### src/rtl/ov7670_config_seq_if.sv
// ----------------------------------------------------------------------------
// ov7670_config_seq_if
// Command channel between the OV7670 config sequencer and the SCCB master.
//   cmd_valid  master->slave  write request
//   cmd_ready  slave->master  request accepted
//   cmd_reg    master->slave  register address of the write
//   cmd_data   master->slave  register value of the write
//   cmd_done   slave->master  one-cycle pulse when the write finishes
//   cmd_nack   slave->master  qualifies cmd_done; 1 = camera did not ACK
// ----------------------------------------------------------------------------
interface ov7670_config_seq_if;
    logic       cmd_valid;
    logic       cmd_ready;
    logic [7:0] cmd_reg;
    logic [7:0] cmd_data;
    logic       cmd_done;
    logic       cmd_nack;

    modport master (
        output cmd_valid, cmd_reg, cmd_data,
        input  cmd_ready, cmd_done, cmd_nack
    );

    modport slave (
        input  cmd_valid, cmd_reg, cmd_data,
        output cmd_ready, cmd_done, cmd_nack
    );
endinterface

### src/rtl/ov7670_config_seq.sv
// ----------------------------------------------------------------------------
// ov7670_config_seq
// Walks the camera-init ROM from address 0 on start, issuing one SCCB register
// write per entry, honouring delay / end-of-list markers and retrying NACKs.
//   clk, rst        clock, synchronous active-high reset
//   start_i         pulse that begins a configuration pass
//   rom_addr_o      registered ROM address (data valid one clk later)
//   rom_data_i      ROM word: [15:8] register, [7:0] value
//   cmd_if          command channel to the SCCB master (master modport)
//   busy_o          pass in progress
//   done_o          pass completed successfully (sticky)
//   error_o         retries exhausted (sticky); rom_addr_o holds failing entry
//   write_count_o   acknowledged writes in the current pass (saturating)
// ----------------------------------------------------------------------------
module ov7670_config_seq #(
    parameter int unsigned ADDRW        = 8,
    parameter int unsigned DELAY_CYCLES = 250000,
    parameter int unsigned MAX_RETRY    = 3,
    parameter logic [15:0] END_WORD     = 16'hFFFF,
    parameter logic [15:0] DELAY_WORD   = 16'hFFF0
) (
    input  logic                      clk,
    input  logic                      rst,
    input  logic                      start_i,
    output logic [ADDRW-1:0]          rom_addr_o,
    input  logic [15:0]               rom_data_i,
    ov7670_config_seq_if.master       cmd_if,
    output logic                      busy_o,
    output logic                      done_o,
    output logic                      error_o,
    output logic [ADDRW:0]            write_count_o
);

    localparam int unsigned DW = (DELAY_CYCLES > 1) ? $clog2(DELAY_CYCLES) : 1;
    localparam int unsigned RW = (MAX_RETRY > 0) ? $clog2(MAX_RETRY + 1) : 1;

    localparam logic [DW-1:0]    DLY_LOAD  = DW'(DELAY_CYCLES - 1);
    localparam logic [RW-1:0]    RETRY_MAX = RW'(MAX_RETRY);
    localparam logic [ADDRW-1:0] ADDR_LAST = {ADDRW{1'b1}};
    localparam logic [ADDRW:0]   WC_MAX    = {1'b1, {ADDRW{1'b0}}};

    typedef enum logic [2:0] {
        S_IDLE, S_FETCH, S_DECODE, S_ISSUE, S_WAIT_DONE, S_DELAY, S_DONE, S_ERR
    } state_e;

    state_e           state_q, state_d;
    logic [ADDRW-1:0] rom_addr_q, rom_addr_d;
    logic             cmd_valid_q, cmd_valid_d;
    logic [7:0]       cmd_reg_q, cmd_reg_d;
    logic [7:0]       cmd_data_q, cmd_data_d;
    logic             busy_q, busy_d;
    logic             done_q, done_d;
    logic             error_q, error_d;
    logic [ADDRW:0]   wc_q, wc_d;
    logic [RW-1:0]    retry_q, retry_d;
    logic [DW-1:0]    dly_q, dly_d;

    logic start_ok_c;
    logic handshake_c;
    logic ack_c;
    logic nack_c;
    logic advance_c;
    logic last_c;

    // Event decode shared by the next-state and output processes
    always_comb begin
        start_ok_c  = start_i && (state_q inside {S_IDLE, S_DONE, S_ERR});
        handshake_c = cmd_valid_q && cmd_if.cmd_ready;
        ack_c       = (state_q == S_WAIT_DONE) && cmd_if.cmd_done && !cmd_if.cmd_nack;
        nack_c      = (state_q == S_WAIT_DONE) && cmd_if.cmd_done &&  cmd_if.cmd_nack;
        advance_c   = ack_c || ((state_q == S_DELAY) && (dly_q == '0));
        last_c      = (rom_addr_q == ADDR_LAST);
    end

    // State and datapath registers
    always_ff @(posedge clk) begin
        if (rst) begin
            state_q     <= S_IDLE;
            rom_addr_q  <= '0;
            cmd_valid_q <= 1'b0;
            cmd_reg_q   <= '0;
            cmd_data_q  <= '0;
            busy_q      <= 1'b0;
            done_q      <= 1'b0;
            error_q     <= 1'b0;
            wc_q        <= '0;
            retry_q     <= '0;
            dly_q       <= '0;
        end else begin
            state_q     <= state_d;
            rom_addr_q  <= rom_addr_d;
            cmd_valid_q <= cmd_valid_d;
            cmd_reg_q   <= cmd_reg_d;
            cmd_data_q  <= cmd_data_d;
            busy_q      <= busy_d;
            done_q      <= done_d;
            error_q     <= error_d;
            wc_q        <= wc_d;
            retry_q     <= retry_d;
            dly_q       <= dly_d;
        end
    end

    // Next-state logic
    always_comb begin
        state_d = state_q;
        unique case (state_q)
            S_IDLE, S_DONE, S_ERR: if (start_ok_c) state_d = S_FETCH;
            S_FETCH:               state_d = S_DECODE;
            S_DECODE: begin
                if (rom_data_i == END_WORD)        state_d = S_DONE;
                else if (rom_data_i == DELAY_WORD) state_d = S_DELAY;
                else                               state_d = S_ISSUE;
            end
            S_ISSUE:     if (handshake_c) state_d = S_WAIT_DONE;
            S_WAIT_DONE: begin
                if (ack_c)                        state_d = last_c ? S_DONE : S_FETCH;
                else if (nack_c && retry_q < RETRY_MAX) state_d = S_ISSUE;
                else if (nack_c)                  state_d = S_ERR;
            end
            S_DELAY:     if (advance_c) state_d = last_c ? S_DONE : S_FETCH;
            default:     state_d = S_IDLE;
        endcase
    end

    // Next values of the registered outputs and datapath
    always_comb begin
        rom_addr_d = rom_addr_q;
        cmd_reg_d  = cmd_reg_q;
        cmd_data_d = cmd_data_q;
        wc_d       = wc_q;
        retry_d    = retry_q;
        dly_d      = dly_q;

        if (start_ok_c) begin
            rom_addr_d = '0;
            retry_d    = '0;
            wc_d       = '0;
        end

        if (state_q == S_DECODE) begin
            if (rom_data_i == DELAY_WORD) begin
                dly_d = DLY_LOAD;
            end else if (rom_data_i != END_WORD) begin
                cmd_reg_d  = rom_data_i[15:8];
                cmd_data_d = rom_data_i[7:0];
            end
        end

        if (state_q == S_DELAY && dly_q != '0) begin
            dly_d = dly_q - DW'(1);
        end

        if (ack_c) begin
            retry_d = '0;
            if (wc_q != WC_MAX) wc_d = wc_q + (ADDRW+1)'(1);
        end else if (nack_c && retry_q < RETRY_MAX) begin
            retry_d = retry_q + RW'(1);
        end

        // Last entry terminates the list implicitly, so the address stays put
        if (advance_c && !last_c) begin
            rom_addr_d = rom_addr_q + ADDRW'(1);
        end

        cmd_valid_d = (state_d == S_ISSUE);
        busy_d      = !(state_d inside {S_IDLE, S_DONE, S_ERR});
        done_d      = (state_d == S_DONE);
        error_d     = (state_d == S_ERR);
    end

    assign rom_addr_o       = rom_addr_q;
    assign cmd_if.cmd_valid = cmd_valid_q;
    assign cmd_if.cmd_reg   = cmd_reg_q;
    assign cmd_if.cmd_data  = cmd_data_q;
    assign busy_o           = busy_q;
    assign done_o           = done_q;
    assign error_o          = error_q;
    assign write_count_o    = wc_q;

endmodule

### src/flat_wrapper.sv
// flat-port wrapper written by rule: the top's interface ports become plain ports
module ov7670_config_seq_flat 
#(
    parameter int unsigned ADDRW        = 8,
    parameter int unsigned DELAY_CYCLES = 250000,
    parameter int unsigned MAX_RETRY    = 3,
    parameter logic [15:0] END_WORD     = 16'hFFFF,
    parameter logic [15:0] DELAY_WORD   = 16'hFFF0
)
  (clk, rst, start_i, rom_addr_o, rom_data_i, busy_o, done_o, error_o, write_count_o, cmd_if_cmd_valid, cmd_if_cmd_reg, cmd_if_cmd_data, cmd_if_cmd_ready, cmd_if_cmd_done, cmd_if_cmd_nack);
  ov7670_config_seq_if cmd_if_i ();
  input  logic clk;
  input  logic rst;
  input  logic start_i;
  output logic [ADDRW-1:0] rom_addr_o;
  input  logic [15:0] rom_data_i;
  output logic busy_o;
  output logic done_o;
  output logic error_o;
  output logic [ADDRW:0] write_count_o;
  output wire logic [$bits(cmd_if_i.cmd_valid)-1:0] cmd_if_cmd_valid;
  output wire logic [$bits(cmd_if_i.cmd_reg)-1:0] cmd_if_cmd_reg;
  output wire logic [$bits(cmd_if_i.cmd_data)-1:0] cmd_if_cmd_data;
  input wire logic [$bits(cmd_if_i.cmd_ready)-1:0] cmd_if_cmd_ready;
  input wire logic [$bits(cmd_if_i.cmd_done)-1:0] cmd_if_cmd_done;
  input wire logic [$bits(cmd_if_i.cmd_nack)-1:0] cmd_if_cmd_nack;
  assign cmd_if_cmd_valid = cmd_if_i.cmd_valid;
  assign cmd_if_cmd_reg = cmd_if_i.cmd_reg;
  assign cmd_if_cmd_data = cmd_if_i.cmd_data;
  assign cmd_if_i.cmd_ready = cmd_if_cmd_ready;
  assign cmd_if_i.cmd_done = cmd_if_cmd_done;
  assign cmd_if_i.cmd_nack = cmd_if_cmd_nack;
  ov7670_config_seq #(.ADDRW(ADDRW), .DELAY_CYCLES(DELAY_CYCLES), .MAX_RETRY(MAX_RETRY), .END_WORD(END_WORD), .DELAY_WORD(DELAY_WORD)) u_core (.clk(clk), .rst(rst), .start_i(start_i), .rom_addr_o(rom_addr_o), .rom_data_i(rom_data_i), .cmd_if(cmd_if_i), .busy_o(busy_o), .done_o(done_o), .error_o(error_o), .write_count_o(write_count_o));
endmodule
### config.mk
export PLATFORM = sky130hd
export DESIGN_NAME = ov7670_config_seq_flat
export DESIGN_NICKNAME = d
export VERILOG_FILES = /design/src/rtl/ov7670_config_seq_if.sv /design/src/rtl/ov7670_config_seq.sv /design/src/flat_wrapper.sv
export SDC_FILE = /design/constraint.sdc
export NUM_CORES = 1
export LEC_CHECK = 0
export ABC_CLOCK_PERIOD_IN_PS = 6000
export CAP_MARGIN = 15
export CORE_MARGIN = 1
export CORE_UTILIZATION = 35
export DETAILED_ROUTE_END_ITERATION = 6
export PLACE_DENSITY = 0.59
export SYNTH_ARGS = -nofsm -noshare
export SYNTH_HDL_FRONTEND = slang
export SYNTH_SLANG_ARGS = --single-unit
### constraint.sdc
create_clock -name clk -period 6 [get_ports clk]
set_input_delay 1.8 -clock clk [delete_from_list [all_inputs] [get_ports clk]]
set_output_delay 1.8 -clock clk [all_outputs]
set_load 0.01 [all_outputs]
# Word-level counts from Yosys, hierarchy flattened
# Index checks and enable logic that the tools add are counted.
[totals] ff_bits=60 latchBits=0 ram_bits=0 mem_bits_ro=0 in_bits=22 output_inout_bits=37 word_cells=79 mem_count=0
[classes] add_sub_neg=4 mul=0 n_div=0 order_cmp=1 eq_ne=15 n_shift=0 n_mux=20 bitwise=1 reduce_logical=27
[op_table] op="$mux W18" count=3
[op_table] op="$eq A16 B16 Y1 const B" count=2
[op_table] op="$mux W3" count=9
[op_table] op="$mux W9" count=3
[op_table] op="$eq A3 B3 Y1 const B" count=6
[op_table] op="$logic_not A18 Y1" count=1
[op_table] op="$pmux W3 S6" count=1
[op_table] op="$reduce_bool A18 Y1" count=1
[op_table] op="$sub A18 B1 Y18 const B" count=1
[op_table] op="$mux W8" count=2
[op_table] op="$ne A16 B16 Y1 const B" count=1
[op_table] op="$add A9 B1 Y9 const B" count=1
[op_table] op="$eq A3 B2 Y1 const B" count=3
[op_table] op="$logic_and A1 B1 Y1" count=9
[op_table] op="$ne A9 B9 Y1 const B" count=1
[op_table] op="$add A8 B1 Y8 const B" count=1
[op_table] op="$eq A8 B8 Y1 const B" count=1
[op_table] op="$reduce_bool A2 Y1" count=4
[op_table] op="$logic_not A3 Y1" count=2
[op_table] op="$reduce_bool A3 Y1" count=2
[op_table] op="$mux W2" count=2
[op_table] op="$eq A3 B1 Y1 const B" count=1
[op_table] op="$logic_not A1 Y1" count=3
[op_table] op="$reduce_and A3 Y1" count=1
[op_table] op="7 further kinds" count=7

# Depth between registers and ports, before layout
# Gate-level depths: netlist of the first run.
[logic_depth] ltp_word=10 ltp_mapped=9 mapped_depth_nobuf=8

# Least setup slack after synthesis of the first run
# No wires, ideal clock.
[synth_path] path_type="in2reg" start="input rom_data_i[0]" end="register u_core.cmd_data_q[4], in the netlist u_core.cmd_if.cmd_data[4]" t_arrival_ps=3499 required_time_ps=5868 setup_slack_ps=2368 path_stages=6 n_path_buf=1 path_cell_list="or4_1 > a2111oi_2 > nor2_1 > clkbuf_1 > nand2_1 > a21oi_1"
[synth_between] elab_chain_len=3
[synth_rtl] item="start, declared" line_no="flat_wrapper.sv:16" source="input logic [15:0] rom_data_i;"
[synth_rtl] item="$eq A16 B16 Y1" line_no="ov7670_config_seq.sv:142" source="if (rom_data_i == DELAY_WORD) begin"
[synth_rtl] item="$not A1 Y1 (no line)"
[synth_rtl] item="$reduce_and A3 Y1 (no line) *"
[synth_rtl] item="end signal, assigned" line_no="ov7670_config_seq.sv:94" source="cmd_data_q <= cmd_data_d;"
[synth_rtl] item="end, declared" line_no="ov7670_config_seq.sv:50" source="logic [7:0] cmd_data_q, cmd_data_d;"
# Mark *: on every way between the ends. The rest lies on a longest branch, timed or not.
# A chain may end at the register's enable or synchronous reset.

# Final worst setup path of the first run
[layout_path] start="input rom_data_i[0]" end="register u_core.done_q, in the netlist u_core.done_o"
[layout_between] elab_chain_len=5
[layout_rtl] item="$eq A16 B16 Y1" line_no="ov7670_config_seq.sv:112" source="else if (rom_data_i == DELAY_WORD) state_d = S_DELAY;"
[layout_rtl] item="$mux W3" line_no="ov7670_config_seq.sv:112"
[layout_rtl] item="$mux W3 *" line_no="ov7670_config_seq.sv:111" source="if (rom_data_i == END_WORD) state_d = S_DONE;"
[layout_rtl] item="$pmux W3 S6 *" line_no="ov7670_config_seq.sv:107" source="unique case (state_q)"
[layout_rtl] item="$eq A3 B3 Y1 *" line_no="ov7670_config_seq.sv:168" source="done_d = (state_d == S_DONE);"
[layout_rtl] item="end signal, assigned" line_no="ov7670_config_seq.sv:96" source="done_q <= done_d;"
[layout_rtl] item="end, declared" line_no="ov7670_config_seq.sv:52" source="logic done_q, done_d;"
# Marks and branches as above.

==> results.py, run 1 <==
metrics = {
    "outcome": {
        "status": "finished, final reports clean",
    },
    "critical_path": {
        "crit_arrival_ns": 4.11,
        "slowest_delay_ns": 0.65,
        "cp_slowest_cell": "or4_1",
        "crit_buf_inv": 1,
        "worstSetupStartpointType": "primary input",
        "crit_required_ns": 6.23,
        "cp-end-kind": "flip-flop",
        "critPathTopFamily": "simple AND/OR/NAND/NOR gates",
        "crit_chain": "clkdlybuf4s50_1 > or4_1 > nor4_1 > o221ai_1 > a32oi_2 > nor2_2 > and3_1",
        "cp_max_fo": 5,
        "criticalPathCategory": "in -> reg",
    },
    "synthesis": {
        "async_reset_ff_frac": 0,
        "synth_area_per_cell_um2": 8.397,
        "synth_top_flop_cell": "dfxtp_1",
        "synthMuxAreaShare": 0.01857,
        "syn_inst": 353,
        "synth-edff-count": 0,
        "synth_xor_area_frac": 0.03546,
        "synthAdderAreaFrac": 0.02111,
        "yosys_warnings": 0,
        "synth_area_mm2": 0.002964,
        "ys_ff_latch": 60,
        "synth_cell_types": 59,
        "synth-compound-area-share": 0.2009,
        "synth_seq_area_share": 0.4052,
        "synth_top_family_by_area": "simple AND/OR/NAND/NOR gates",
        "syn-num-nets": 380,
        "synth-simple-area-share": 0.2727,
    },
    "sta": {
        "clock_skew_ns": 0.01127,
        "worst_pin_slew_ns": 1.037,
        "setup-violations-final": 0,
        "min_period_ns": 3.879,
        "maxSlewHeadroom": 0.3088,
        "hold_violations": 0,
        "timing.fmax_mhz": 257.8,
        "fin_ws_ns": 2.121,
        "post-route-period-util": 0.6465,
        "rsz0062_at_grt": "false",
        "setup_tns_ns": 0,
        "slew_viol_final": 0,
    },
    "clock_tree": {
        "clk_path_buf_depth": 2,
        "insertion_delay_ns": 0.34,
        "post-cts-setup-buffer-count": 0,
        "clock-sinks": 60,
        "cts.repair.resized": 0,
        "root_buffer": "clkbuf_8",
        "numCtsBuffers": 9,
        "cts.clk_slew.worst_paths_ns": 0.07,
        "htree_levels": 3,
        "cts-hold-fix-buffers": 0,
        "cts_tree": "yes",
    },
    "pwr": {
        "power_leakage_nw": 1.288,
        "vdd_ir_drop_max_mv": 0.1416,
        "powerDensity_mw_per_mm2": 236.3,
    },
    "run": {
        "maxCapViolations": 0,
    },
    "route": {
        "wirelength_um": 7442,
        "num_vias": 2801,
        "avgViaCountPerCell": 5.428,
        "wire_per_inst_um": 14.42,
        "drc": 0,
        "drt_iter0_drc": 86,
        "first_pass_iters": 4,
        "ant_nets": 0,
    },
    "layout": {
        "drive_above_1_share": 0.08273,
        "fin_nets": 433,
        "largest_register": "u_core.dly_q",
        "final_area_mm2": 0.003786,
        "largest_reg_flops": 18,
        "syn_to_final_growth_pct": 27.73,
        "diodes": 0,
    },
    "floorplan": {
        "die_w_um": 94.03,
        "die_h_um": 94.03,
        "initial_utilization": 0.3607,
        "dieArea_mm2": 0.008841,
        "rows": 33,
        "design.portCount": 59,
        "design.core.area_mm2": 0.008217,
    },
    "placement": {
        "io_buffers": 58,
        "dpl_cell_area_mm2": 0.003565,
        "dpl.hpwl_um": 5163,
        "gp_congestion": 0.8070,
        "dp_slack_ns": 1.769,
    },
    "global_routing": {
        "grt_pass1_wl_um": 12050,
        "grt_overflow": 0,
        "grt_pass1_vias": 2534,
        "globalRouteTotalUtil": 0.1752,
        "grt_antenna_before_repair": 0,
        "grt_max_degree": 56,
    },
    "hold_path": {
        "holdCritPathClass": "reg -> reg",
    },
}
-- synth_stat cells (5+ instances only) --
cell type,count,area [um2]
dfxtp_1,60,1201
a21oi_1,43,215.2
nand2_1,33,123.9
nor2_1,29,108.9
o21ai_0,24,120.1
nor3_1,19,95.09
nand4_1,12,75.07
clkbuf_1,10,37.54
nor4_1,8,50.05
or3_1,8,50.05
xnor2_1,7,61.31
inv_1,6,22.52
nand3_1,6,30.03
and3_1,5,31.28
ha_1,5,62.56
nand3b_1,5,37.54
or4_1,5,37.54
xor2_1,5,43.79
-- metrics by stage --
| stage | total power, mW | hold slack, ns | util | std cells |
|---|---|---|---|---|
| floorplan | 0.4677 | 0.4587 | - | 353 |
| global placement | 0.5074 | 0.4634 | 0.4338 | 500 |
| detailed placement | 0.5076 | 0.4672 | 0.4338 | 500 |
| CTS | 0.9079 | 0.4816 | 0.4608 | 516 |
| global route | 0.9352 | 0.5099 | 0.4608 | 516 |
| finish | 0.8947 | 0.4786 | 0.4608 | 516 |
-- final cells by class --
class,count,area (um2)
multi-input cells,270,1627
flip-flops and latches,60,1201
fillers,816,4431
clock buffers,13,178.9
clock inverters,3,42.54
repair buffers,59,583.1
inverters,6,22.52
well taps,105,131.4
-- layout by cell type (no fill, tap or decap), types with 3 or more instances in the layout --
cell and n:
a211oi_1 3, a21oi_1 43, a31oi_1 3, and3_1 5, and4_1 3, clkbuf_8 13
clkdlybuf4s50_1 57, dfxtp_1 60, ha_1 5, inv_1 6, mux2_2 3, nand2_1 33
nand3_1 6, nand3b_1 5, nand4_1 12, nor2_1 29, nor3_1 19, nor4_1 8
o21ai_0 24, or2_2 3, or3_1 8, or4_1 5, xnor2_1 7, xor2_1 5
-- cells by family (layout without fill, tap and decap cells) --
kind of cell               count (synthesis)  after routing
AOI/OAI and AO/OA                         97             97
xor gates and xnor gates                  12             12
adders and majority gates                  5              5
buffers and inverters                     23             81
DFF                                       60             60
muxes                                      5              5
and+or+nand+nor                          151            151
-- where the power goes --
group / internal (mW) / leakage (nW) / switching, mW
combinational: 0.0386 / 0.691 / 0.0449
sequential: 0.408 / 0.485 / 0.00751
clock: 0.237 / 0.112 / 0.159
-- worst min-delay path: stages (launching register included) --
cell and delay, ns:
dfxtp_1 0.31, o21ai_0 0.07, a21oi_1 0.06
-- per-layer routing --
| layer | vias up | global-route usage | wire length, um |
|---|---|---|---|
| met5 | - | 0 | 0 |
| met4 | 0 | 0.06538 | 117 |
| met3 | 12 | 0.05825 | 422 |
| met2 | 66 | 0.2707 | 3393 |
| met1 | 1313 | 0.2252 | 3508 |
| li1 | 1410 | - | - |
-- worst paths after layout --
path | cells after the start | start | slack (ns) | endpoint
min reg2reg | 2 | u_core.cmd_if.cmd_reg[4] | 0.48 | u_core.cmd_if.cmd_reg[4]
min | 2 | u_core.cmd_if.cmd_reg[4] | 0.48 | u_core.cmd_if.cmd_reg[4]
max reg2reg | 5 | u_core.state_q[1] | 3.23 | u_core.dly_q[4]
max | 7 | rom_data_i[0] | 2.12 | u_core.done_o
No activity file was read; power rests on OpenSTA's default activity.
==> inputs of run 2 (changes only) <==
--- a/config.mk
+++ b/config.mk
@@ -5,7 +5,7 @@
 export SDC_FILE = /design/constraint.sdc
 export NUM_CORES = 1
 export LEC_CHECK = 0
-export ABC_CLOCK_PERIOD_IN_PS = 6000
+export ABC_CLOCK_PERIOD_IN_PS = 3800
 export CAP_MARGIN = 15
 export CORE_MARGIN = 1
 export CORE_UTILIZATION = 35
==> constraint.sdc (replaced) <==
create_clock -name clk -period 3.8 [get_ports clk]
set_input_delay 1.14 -clock clk [delete_from_list [all_inputs] [get_ports clk]]
set_output_delay 1.14 -clock clk [all_outputs]
set_load 0.01 [all_outputs]
==> run 2 against run 1 <==
  * Wire length shrank 1.6%
  * Sequential power is 58% higher
  * Global-route usage rose by 0.37 points
  * Final cell count is 0.19% lower
  * Via count increased by 0.96%
==> results.py, run 2 (synthesis results as in run 1) <==
metrics = {
    "sta": {
        "hold_violations": 0,
        "fin_ws_ns": 0.6686,
        "setup-violations-final": 0,
        "clock_skew_ns": 0.01002,
        "maxSlewHeadroom": 0.3767,
        "rsz0062_at_grt": "false",
        "post-route-period-util": 0.8241,
        "min_period_ns": 3.131,
        "worst_pin_slew_ns": 0.9314,
        "setup_tns_ns": 0,
        "slew_viol_final": 0,
        "timing.fmax_mhz": 319.3,
    },
    "placement": {
        "dp_slack_ns": 0.3465,
        "gp_congestion": 0.8559,
        "dpl.hpwl_um": 5259,
        "placed_cells": 501,
        "io_buffers": 58,
    },
    "clock_tree": {
        "insertion_delay_ns": 0.34,
        "cts.clk_slew.worst_paths_ns": 0.06,
        "clk_path_buf_depth": 2,
        "cts_tree": "yes",
        "root_buffer": "clkbuf_8",
        "numCtsBuffers": 9,
        "htree_levels": 3,
        "post-cts-setup-buffer-count": 0,
        "clock-sinks": 60,
        "cts.repair.resized": 0,
        "cts-hold-fix-buffers": 0,
    },
    "run": {
        "maxCapViolations": 0,
    },
    "route": {
        "drt_iter0_drc": 205,
        "first_pass_iters": 4,
        "wirelength_um": 7321,
        "num_vias": 2828,
        "wire_per_inst_um": 14.22,
        "ant_nets": 0,
        "avgViaCountPerCell": 5.491,
        "drc": 0,
    },
    "critical_path": {
        "crit_chain": "clkdlybuf4s50_1 > or4_1 > nor4_1 > o221ai_1 > a32oi_2 > o21bai_1 > a31oi_1",
        "cp-end-kind": "flip-flop",
        "critPathTopFamily": "simple AND/OR/NAND/NOR gates",
        "crit_arrival_ns": 3.39,
        "slowest_delay_ns": 0.66,
        "cp_slowest_cell": "or4_1",
        "crit_required_ns": 4.06,
        "cp_max_fo": 5,
        "criticalPathCategory": "in -> reg",
        "crit_buf_inv": 1,
        "worstSetupStartpointType": "primary input",
    },
    "floorplan": {
        "die_w_um": 94.03,
        "die_h_um": 94.03,
        "rows": 33,
        "design.core.area_mm2": 0.008217,
        "design.portCount": 59,
        "initial_utilization": 0.3607,
        "dieArea_mm2": 0.008841,
    },
    "hold_path": {
        "holdCritPathClass": "reg -> reg",
    },
    "layout": {
        "largest_reg_flops": 18,
        "final_cell_mix": "dfxtp_1 (60), clkdlybuf4s50_1 (57), a21oi_1 (43)",
        "diodes": 0,
        "instances_no_fill": 515,
        "fin_nets": 434,
        "largest_register": "u_core.dly_q",
        "fillers": 821,
        "syn_to_final_growth_pct": 26.09,
        "final_common_cell": "dfxtp_1",
        "drive_above_1_share": 0.08049,
    },
    "pwr": {
        "power_leakage_nw": 1.257,
        "intPower_mw": 0.9505,
        "comb_power_share": 0.103,
        "p_seq_frac": 0.514,
        "vdd_ir_drop_max_mv": 0.1712,
        "powerDensity_mw_per_mm2": 341.6,
        "swShare": 0.2555,
        "pwr-share-clk": 0.383,
        "power_switching_mw": 0.3261,
    },
    "global_routing": {
        "grt_pass1_wl_um": 12260,
        "grt_max_degree": 36,
        "grt_overflow": 0,
        "globalRouteTotalUtil": 0.1789,
        "grt_pass1_vias": 2557,
        "grt_antenna_before_repair": 0,
    },
    "outcome": {
        "status": "finished, final reports clean",
    },
}
-- run 2: layout make-up --
type                       instances  area, um2  area share
tap                              105      131.4     0.03515
sequential                        60       1201      0.3214
inverter                           6      22.52    0.006026
clock buffer                      10      137.6     0.03683
timing repair buffer              60      590.6      0.1580
clock inverter                     4      27.53    0.007365
multi-input combinational        270       1627      0.4352
-- run 2: final timing paths --
kind,to,slack (ns),cells past startpoint,start
worst max-delay path,u_core.busy_o,0.67,7,rom_data_i[0]
worst min-delay path,u_core.cmd_if.cmd_reg[2],0.47,2,u_core.cmd_if.cmd_reg[2]
worst max register to register,u_core.dly_q[4],1.07,5,u_core.state_q[1]
worst min register to register,u_core.cmd_if.cmd_reg[2],0.47,2,u_core.cmd_if.cmd_reg[2]
-- run 2: metal layers --
metal / global-route usage / share of wire / up-vias
met1: 0.2310 / 0.47 / 1312
met3: 0.06230 / 0.070 / 10
met5: 0 / 0 / -
met4: 0.07564 / 0.014 / 0
met2: 0.2689 / 0.45 / 88
li1: - / - / 1418
-- run 2: power by group through the flow --
| stage | combinational (mW) | clock (mW) | sequential [mW] |
|---|---|---|---|
| 2_1_floorplan | 0.0682 | 0 | 0.670 |
| 3_3_place_gp | 0.132 | 0 | 0.670 |
| 3_5_place_dp | 0.132 | 0 | 0.669 |
| 4_1_cts | 0.132 | 0.502 | 0.656 |
| 5_1_grt | 0.145 | 0.538 | 0.657 |
| 6_report | 0.132 | 0.489 | 0.656 |
-- run 2: metrics by stage --
stage                     power (mW)  area (um2)  utilization  hold WS (ns)
after floorplan               0.7384        2964            -        0.4587
after global placement        0.8014        3572       0.4348        0.4629
after detailed placement      0.8011        3572       0.4348        0.4676
after CTS                      1.290        3737       0.4549        0.4774
after global routing           1.340        3737       0.4549        0.4962
final                          1.277        3737       0.4549        0.4740
-- run 2: worst register-to-register path, stage by stage, from the launching register on --
cell and delay, ns:
dfxtp_1 0.56, or3b_1 0.67, or4_1 0.65, or2_0 0.42, o311ai_0 0.20, a21oi_1 0.10
==> inputs of run 3 (changes only) <==
--- a/config.mk
+++ b/config.mk
@@ -5,7 +5,7 @@
 export SDC_FILE = /design/constraint.sdc
 export NUM_CORES = 1
 export LEC_CHECK = 0
-export ABC_CLOCK_PERIOD_IN_PS = 3800
+export ABC_CLOCK_PERIOD_IN_PS = 3000
 export CAP_MARGIN = 15
 export CORE_MARGIN = 1
 export CORE_UTILIZATION = 35
==> constraint.sdc (replaced) <==
create_clock -name clk -period 3 [get_ports clk]
set_input_delay 0.9 -clock clk [delete_from_list [all_inputs] [get_ports clk]]
set_output_delay 0.9 -clock clk [all_outputs]
set_load 0.01 [all_outputs]
==> run 3 against run 2 <==
  * Via count rose by 1.4%
  * Sequential share of layout area decreased by 1.2 points
  * Final area grew 4.0%
  * Register-to-register slack worse by 0.50 ns
  * Sequential power rose by 27%
  * Worst setup slack worse by 0.40 ns
  * Die area stayed put
  * Wire length is 0.68% lower
  * Power increased by 43%
  * Critical endpoint unchanged
==> results.py, run 3 (synthesis results as in run 1) <==
metrics = {
    "critical_path": {
        "crit_required_ns": 3.27,
        "cp-end-kind": "flip-flop",
        "cp-startpoint": "rom_data_i[0]",
        "r2r_start": "u_core.dly_q[12]",
        "criticalPathCategory": "in -> reg",
        "worstSetupStartpointType": "primary input",
        "cp_max_fo": 5,
        "crit_arrival_ns": 3.00,
    },
    "route": {
        "num_vias": 2867,
        "wl_met1_um": 3446,
        "ant_nets": 0,
        "avgViaCountPerCell": 5.420,
        "topRoutingLayerUsed": "met4",
        "first_pass_iters": 4,
        "dr_wl_met2_um": 3298,
        "wire_per_inst_um": 13.74,
        "wirelength_um": 7271,
        "drt_iter0_drc": 156,
        "met3_length_um": 448,
        "drc": 0,
    },
    "sta": {
        "min_period_ns": 2.734,
        "setup_tns_ns": 0,
        "setup-violations-final": 0,
        "rsz0062_at_grt": "false",
        "clock_skew_ns": 0.01102,
        "slew_viol_final": 0,
        "hold_violations": 0,
        "post-route-period-util": 0.9114,
        "worst_pin_slew_ns": 0.7425,
        "holdWs_ns": 0.4787,
        "fin_ws_ns": 0.2658,
        "timing.fmax_mhz": 365.7,
        "maxSlewHeadroom": 0.4998,
    },
    "layout": {
        "final_common_cell": "dfxtp_1",
        "drive_above_1_share": 0.1085,
        "largest_register": "u_core.dly_q",
        "largest_reg_flops": 18,
        "diodes": 0,
        "final_cell_mix": "dfxtp_1 (60), clkdlybuf4s50_1 (57), a21oi_1 (43)",
        "fin_nets": 446,
        "syn_to_final_growth_pct": 31.11,
    },
    "pwr": {
        "totalPowerFinal_mw": 1.822,
        "vdd_ir_drop_max_mv": 0.2290,
        "powerDensity_mw_per_mm2": 468.9,
        "power_leakage_nw": 1.345,
    },
    "placement": {
        "dpl.hpwl_um": 5206,
        "io_buffers": 58,
        "gp_congestion": 0.8460,
        "dp_slack_ns": -0.1319,
    },
    "global_routing": {
        "grt_antenna_before_repair": 0,
        "grt_overflow": 0,
        "grt_pass1_vias": 2600,
        "grt_max_degree": 39,
        "globalRouteTotalUtil": 0.1774,
        "grt_pass1_wl_um": 12070,
    },
    "clock_tree": {
        "clock-sinks": 60,
        "root_buffer": "clkbuf_8",
        "cts.clk_slew.worst_paths_ns": 0.07,
        "htree_levels": 3,
        "cts-hold-fix-buffers": 0,
        "insertion_delay_ns": 0.35,
        "clk_path_buf_depth": 2,
        "numCtsBuffers": 9,
        "cts_tree": "yes",
    },
    "floorplan": {
        "design.portCount": 59,
        "dieArea_mm2": 0.008841,
        "rows": 33,
        "initial_utilization": 0.3607,
        "die_h_um": 94.03,
        "die_w_um": 94.03,
        "design.core.area_mm2": 0.008217,
    },
    "run": {
        "maxCapViolations": 0,
    },
    "hold_path": {
        "holdCritPathClass": "reg -> reg",
        "min_from": "u_core.cmd_if.cmd_reg[4]",
    },
    "outcome": {
        "status": "finished, final reports clean",
    },
}
run 3: cell types whose count changed in the layout (fill, tap and decap cells not counted):
cell / previous run / this run
buf_4: 2 / 14
bufinv_16: 0 / 2
clkbuf_1: 0 / 2
clkinvlp_4: 3 / 1
nor4_1: 8 / 7
nor4_2: 0 / 1
run 3: final timing paths:
check | end | slack, ns | depth (start not counted)
max | u_core.busy_o | 0.27 | 7
max reg2reg | u_core.rom_addr_o[7] | 0.57 | 6
min reg2reg | u_core.cmd_if.cmd_reg[4] | 0.48 | 2
min | u_core.cmd_if.cmd_reg[4] | 0.48 | 2
run 3: area by class of cell:
| class | count | area [um2] |
|---|---|---|
| clock buffer | 12 | 145.1 |
| clock inverter | 4 | 72.57 |
| fill | 819 | 4330 |
| inverter | 6 | 22.52 |
| multi-input combinational | 270 | 1633 |
| sequential | 60 | 1201 |
| tap | 105 | 131.4 |
| timing repair buffer | 72 | 680.7 |
run 3: worst max-delay path, stage by stage:
cell and delay, ns:
clkdlybuf4s50_1 0.42, or4_1 0.59, nor4_2 0.33, o221ai_1 0.18
a32oi_2 0.31, o21bai_1 0.12, a31oi_1 0.16
run 3: where the power goes:
group,total [mW],internal (mW),switching (mW)
logic,0.179,0.0876,0.0910
clock network,0.812,0.490,0.323
registers,0.831,0.815,0.0158
run 3: per-stage QoR:
step                  util  instance area [um2]  cells
finish              0.4730                 3886    529
global route        0.4730                 3886    529
CTS                 0.4722                 3880    529
detailed placement  0.4457                 3662    513
global placement    0.4457                 3662    513
floorplan                -                 2964    353
run 3: metal layers:
metal / vias up / track usage
met2: 77 / 0.2755
li1: 1441 / -
met3: 6 / 0.06553
met5: - / 0
met4: 0 / 0.05513
met1: 1343 / 0.2272
run 3: repair_timing:
| action | in CTS | in global routing |
|---|---|---|
| endpoints found under the setup margin | 0 | 1 |
| setup buffers | 0 | 0 |
| gates resized for setup | 0 | 1 |
